**src/rtl/serial_add_pkg.sv**
```systemverilog
// Shared types for the bit-serial adder controller.
package serial_add_pkg;

  localparam int DEFAULT_WIDTH = 8;

  typedef enum logic [1:0] {
    ST_IDLE = 2'b00,
    ST_RUN  = 2'b01,
    ST_DONE = 2'b10
  } state_t;

endpackage

```
**src/rtl/full_adder_bit.sv**
```systemverilog
// One-bit full-adder cell, reused once per bit by the serial adder.
module full_adder_bit (
  input  logic a_i,
  input  logic b_i,
  input  logic ci_i,
  output logic sum_o,
  output logic co_o
);

  assign sum_o = a_i ^ b_i ^ ci_i;
  assign co_o  = (a_i & b_i) | (ci_i & (a_i ^ b_i));

endmodule

```
**src/rtl/serial_add_ctrl.sv**
```systemverilog
// Bit-serial adder: one full-adder cell walks LSB-first over WIDTH bits,
// with a carry flip-flop between bits and a start/ready/done handshake.
module serial_add_ctrl
  import serial_add_pkg::*;
#(
  parameter int WIDTH = DEFAULT_WIDTH
) (
  input  logic             clk_i,
  input  logic             rst_i,
  input  logic             start_i,
  input  logic [WIDTH-1:0] a_i,
  input  logic [WIDTH-1:0] b_i,
  input  logic             ci_i,
  output logic             ready_o,
  output logic             busy_o,
  output logic             done_o,
  output logic [WIDTH-1:0] sum_o,
  output logic             co_o
);

  localparam int CW = (WIDTH > 1) ? $clog2(WIDTH) : 1;
  localparam logic [CW-1:0] LAST = CW'(WIDTH - 1);

  state_t           state;
  state_t           state_next;
  logic [CW-1:0]    count;
  logic [WIDTH-1:0] a_sh;
  logic [WIDTH-1:0] b_sh;
  logic [WIDTH-1:0] sum_shifted;
  logic             carry;
  logic             fa_sum;
  logic             fa_co;
  logic             accept;
  logic             run;
  logic             last_bit;

  assign accept   = (state == ST_IDLE) && start_i;
  assign run      = (state == ST_RUN);
  assign last_bit = run && (count == LAST);

  full_adder_bit u_fa (
    .a_i   (a_sh[0]),
    .b_i   (b_sh[0]),
    .ci_i  (carry),
    .sum_o (fa_sum),
    .co_o  (fa_co)
  );

  // Only WIDTH-1 partial sum bits need storage: the last bit comes straight
  // from the adder on the final RUN cycle.
  if (WIDTH == 1) begin : g_w1
    assign sum_shifted = fa_sum;
  end else begin : g_wn
    logic [WIDTH-2:0] partial;

    always_ff @(posedge clk_i) begin
      if (rst_i) begin
        partial <= '0;
      end else if (run) begin
        partial <= sum_shifted[WIDTH-1:1];
      end
    end

    assign sum_shifted = {fa_sum, partial};
  end

  always_ff @(posedge clk_i) begin
    if (rst_i) begin
      state <= ST_IDLE;
    end else begin
      state <= state_next;
    end
  end

  always_comb begin
    state_next = state;
    ready_o    = 1'b0;
    busy_o     = 1'b0;
    done_o     = 1'b0;
    case (state)
      ST_IDLE: begin
        ready_o = 1'b1;
        if (start_i) state_next = ST_RUN;
      end
      ST_RUN: begin
        busy_o = 1'b1;
        if (count == LAST) state_next = ST_DONE;
      end
      ST_DONE: begin
        done_o     = 1'b1;
        state_next = ST_IDLE;
      end
      default: state_next = ST_IDLE;
    endcase
  end

  // Operands are captured only on accept, so later input activity is ignored.
  always_ff @(posedge clk_i) begin
    if (rst_i) begin
      a_sh  <= '0;
      b_sh  <= '0;
      carry <= 1'b0;
      count <= '0;
      sum_o <= '0;
      co_o  <= 1'b0;
    end else if (accept) begin
      a_sh  <= a_i;
      b_sh  <= b_i;
      carry <= ci_i;
      count <= '0;
    end else if (run) begin
      a_sh  <= a_sh >> 1;
      b_sh  <= b_sh >> 1;
      carry <= fa_co;
      count <= count + 1'b1;
      if (last_bit) begin
        sum_o <= sum_shifted;
        co_o  <= fa_co;
      end
    end
  end

endmodule

```
**config.mk**
```make
export PLATFORM = sky130hd
export DESIGN_NAME = serial_add_ctrl
export DESIGN_NICKNAME = d
export VERILOG_FILES = /design/src/rtl/serial_add_pkg.sv /design/src/rtl/full_adder_bit.sv /design/src/rtl/serial_add_ctrl.sv
export SDC_FILE = /design/constraint.sdc
export NUM_CORES = 1
export LEC_CHECK = 0
export BUFFER_PORTS_ARGS = -buffer_cell sky130_fd_sc_hd__buf_2
export CORE_MARGIN = 1.5
export CORE_UTILIZATION = 52
export DETAILED_ROUTE_END_ITERATION = 8
export GPL_TIMING_DRIVEN = 0
export PLACE_DENSITY = 0.78
export SLEW_MARGIN = 20
export SYNTH_ARGS = -nofsm -noshare
export SYNTH_HDL_FRONTEND = slang
export SYNTH_SLANG_ARGS = --single-unit
```
**constraint.sdc**
```tcl
create_clock -name clk_i -period 2.32 [get_ports clk_i]
set_input_delay 0.116 -clock clk_i [delete_from_list [all_inputs] [get_ports clk_i]]
set_output_delay 0.116 -clock clk_i [all_outputs]
set_load 0.02 [all_outputs]
```
==> results.toml <==
[sta]
finalSetupViolations = 0
rsz0062_at_grt = "no"
max_freq_mhz = 594
hold_viol_final = 0
hold_ws_ns = 0.0133
tightestPinTransition_ns = 0.545
slew_headroom_pct = 63.7
period_needed_ns = 1.68
fin_crit_sh_pct = 72.6
tns_ns = 0
fin_worst_skew_ns = 0.0107
drv_slew = 0

[global_routing]
grt_pass1_wl_mm = 5.37
antenna_found_initial = 0
grt_pass1_vias = 1232
grt_remaining_overflow = 0
grt_use_total_pct = 20.2
grt_start_max_net_pins = 13

[cells_and_area]
drive_gt1_share_pct = 26.6
fillers = 286
final_nets = 251
areaGrowthSynthToFinish_pct = 17.7
utilization_pct = 64.3
antennaDiodeCount = 0
final_area_um2 = 1950

[worst_setup_path]
crit_slowest_cell = "clkbuf_1"
path_cells = "ha_1, ha_1, clkbuf_1, nand3b_2, mux2i_1, nor2_1"
crit_path_end_kind = "flop"
cp_max_fo = 10
critPathLaunchType = "flop"
cp.arrival_ns = 1.91
path_buf_inv = 1
cpMostUsedCell = "ha_1"
timing_worst_setup_path_type = "reg2reg"
required_ns = 2.55
max_stage_delay_ns = 0.38
path_delay_family = "buffers and inverters"

[route]
vias = 1370
wire_per_inst_um = 11.1
drt_iter0_drc = 50
routed_wl_mm = 3.03
drc_errors = 0
via_per_inst = 5.02
dr.pass1.iters = 4
antenna_left = 0

[cts]
cts_buffers = 5
cts_max_path_buffers = 2
clk_latency_ns = 0.34
clk_pin_slew_ns = 0.12
h-tree-depth = 2
cts_tree = "done"
numClockSinks = 38
post_cts_resized = 0
cts_root_buf = "clkbuf_4"

[synthesis]
synth_area_um2 = 1660
synth_top_area_share_pct = 46.0
synth-warning-count = 0
syn_area_per_cell_um2 = 8.71
synth_nets = 213
yosys.area.top_type = "dfxtp_1"
ys_types = 26
synth-seq-cells = 38
synth.area.top_cells = "dfxtp_1 (46%), a21oi_1 (9.7%), nand2_1 (7.9%), buf_6 (4.8%), nor2_1 (3.9%)"
ys_seq_area_share_pct = 46.0
synth_cells = 190

[placement]
gp_congestion = 0.753
dp_hpwl_mm = 2.10
dpl_cell_area_um2 = 1860
io_buffers = 30

[outcome]
outcome = "complete, no violations"

[power_and_ir_drop]
p_leak_nw = 0.790
ir_drop_v = 0.000469
p_sw_uw = 336
power_frac_comb_pct = 13.8
cell_internal_pwr_uw = 991
power_frac_clock_pct = 33.1
sw_frac_of_total_pct = 25.3
p_seq_share_pct = 53.0
power_density_nw_per_um2 = 681

[worst_hold_path]
min_path_type = "in2reg"

[floorplan]
die_y_um = 59.4
die-width_um = 59.4
initial_core_util_pct = 54.7
io_pins = 32
dieArea_um2 = 3530
rows = 20
core_um2 = 3030

[flow_run]
maxCapViolations = 0
[final timing paths]
path,start,end,slack [ns],cells after the start
max reg2reg,count[0],co_o,0.64,6
min,a_i[7],a_sh[7],0.01,3
max,count[0],co_o,0.64,6
min reg2reg,sum_o[7],sum_o[7],0.46,2
[kinds of logic (layout without fill, tap and decap cells)]
family | Yosys count | count (layout) | synth area share [%]
AO/OA/AOI/OAI | 45 | 45 | 17.2
buffers and inverters | 16 | 55 | 7.33
XOR/XNOR | 1 | 1 | 0.529
AND/OR/NAND/NOR | 84 | 84 | 24.4
flip-flops | 38 | 38 | 46.0
multiplexers | 3 | 3 | 1.81
adder cells (fa/ha/maj) | 3 | 3 | 2.72
[stage by stage]
stage	std cells	power, mW	setup WS [ns]
2_1_floorplan	190	0.853	0.898
3_3_place_gp	264	0.899	0.630
3_5_place_dp	264	0.902	0.638
4_1_cts	272	1.34	0.606
5_1_grt	273	1.40	0.459
6_report	273	1.33	0.635
[tightest hold or removal path: cells and delay by family]
kind,cells,cell delay [ns]
buffers and inverters,1,0.10
and+or+nand+nor,1,0.05
AOI/OAI and AO/OA,1,0.05
[flip-flops by register name, summed over array words and instances, names as in the netlist]
| signal | flops |
|---|---|
| a_sh | 8 |
| b_sh | 8 |
| carry | 1 |
| co_o | 1 |
| count | 3 |
| g_wn.partial | 7 |
| state | 2 |
| sum_o | 8 |
[cell usage after synthesis]
| cell | number |
|---|---|
| nand2_1 | 35 |
| or3b_1 | 3 |
| mux2i_1 | 3 |
| dfxtp_1 | 38 |
| a211oi_1 | 6 |
| nor2_1 | 17 |
| inv_6 | 1 |
| nor3_1 | 7 |
| buf_2 | 3 |
| nor3b_4 | 1 |
| nand3b_2 | 1 |
| nand3_1 | 10 |
| nor2b_1 | 1 |
| clkbuf_1 | 4 |
| a21oi_1 | 32 |
| fa_1 | 1 |
| ha_1 | 2 |
| a211oi_2 | 5 |
| nand2b_1 | 5 |
| o21a_1 | 1 |
| or3b_2 | 2 |
| buf_1 | 1 |
| nor2_2 | 2 |
| xnor2_1 | 1 |
| buf_6 | 7 |
| o21ba_2 | 1 |
[cells in the final DEF (no fill, tap or decap)]
cell type	n
nor3b_4	1
ha_1	2
buf_2	33
nand3b_2	1
a211oi_1	6
nor2_2	2
nor3_1	7
mux2i_1	3
nand2_1	35
nor2b_1	1
dfxtp_1	38
nand3_1	10
buf_1	1
fa_1	1
or3b_2	2
a211oi_2	5
clkbuf_4	5
dlygate4sd3_1	1
o21a_1	1
a21oi_1	32
bufinv_16	1
clkbuf_1	4
nand2b_1	5
or3b_1	3
o21ba_2	1
inv_6	1
clkinv_2	2
nor2_1	17
buf_6	7
xnor2_1	1
[final cells by class]
class	count	area [um^2]	area share, %
inverter	1	8.76	0.450
tap	44	55.1	2.83
buffer	15	113	5.78
timing repair buffer	31	160	8.22
multi-input combinational	136	773	39.7
clock inverter	3	40.0	2.06
sequential	38	761	39.0
clock buffer	5	37.5	1.93
[power by group through the flow]
stage                     clock network (mW)  registers, mW  logic [mW]
after floorplan                            0          0.714       0.139
after global placement                     0          0.717       0.181
after detailed placement                   0          0.719       0.183
after CTS                              0.449          0.704       0.184
after global routing                   0.480          0.708       0.208
final                                  0.439          0.704       0.184
[per-layer routing]
layer | track usage (%) | up-vias | routed length (um)
li1 | - | 720 | -
met1 | 26.1 | 611 | 1480
met2 | 31.4 | 34 | 1370
met3 | 6.99 | 5 | 145
met4 | 6.82 | 0 | 40
met5 | 0 | - | 0
[repair_timing]
| action | 4_1_cts | 5_1_grt |
|---|---|---|
| endpoints found under the setup margin | 0 | 0 |
| setup buffers | 0 | 0 |
| hold buffers | 0 | 1 |
| hold endpoints to repair | 0 | 1 |
Power figures use the tool's default switching activity.
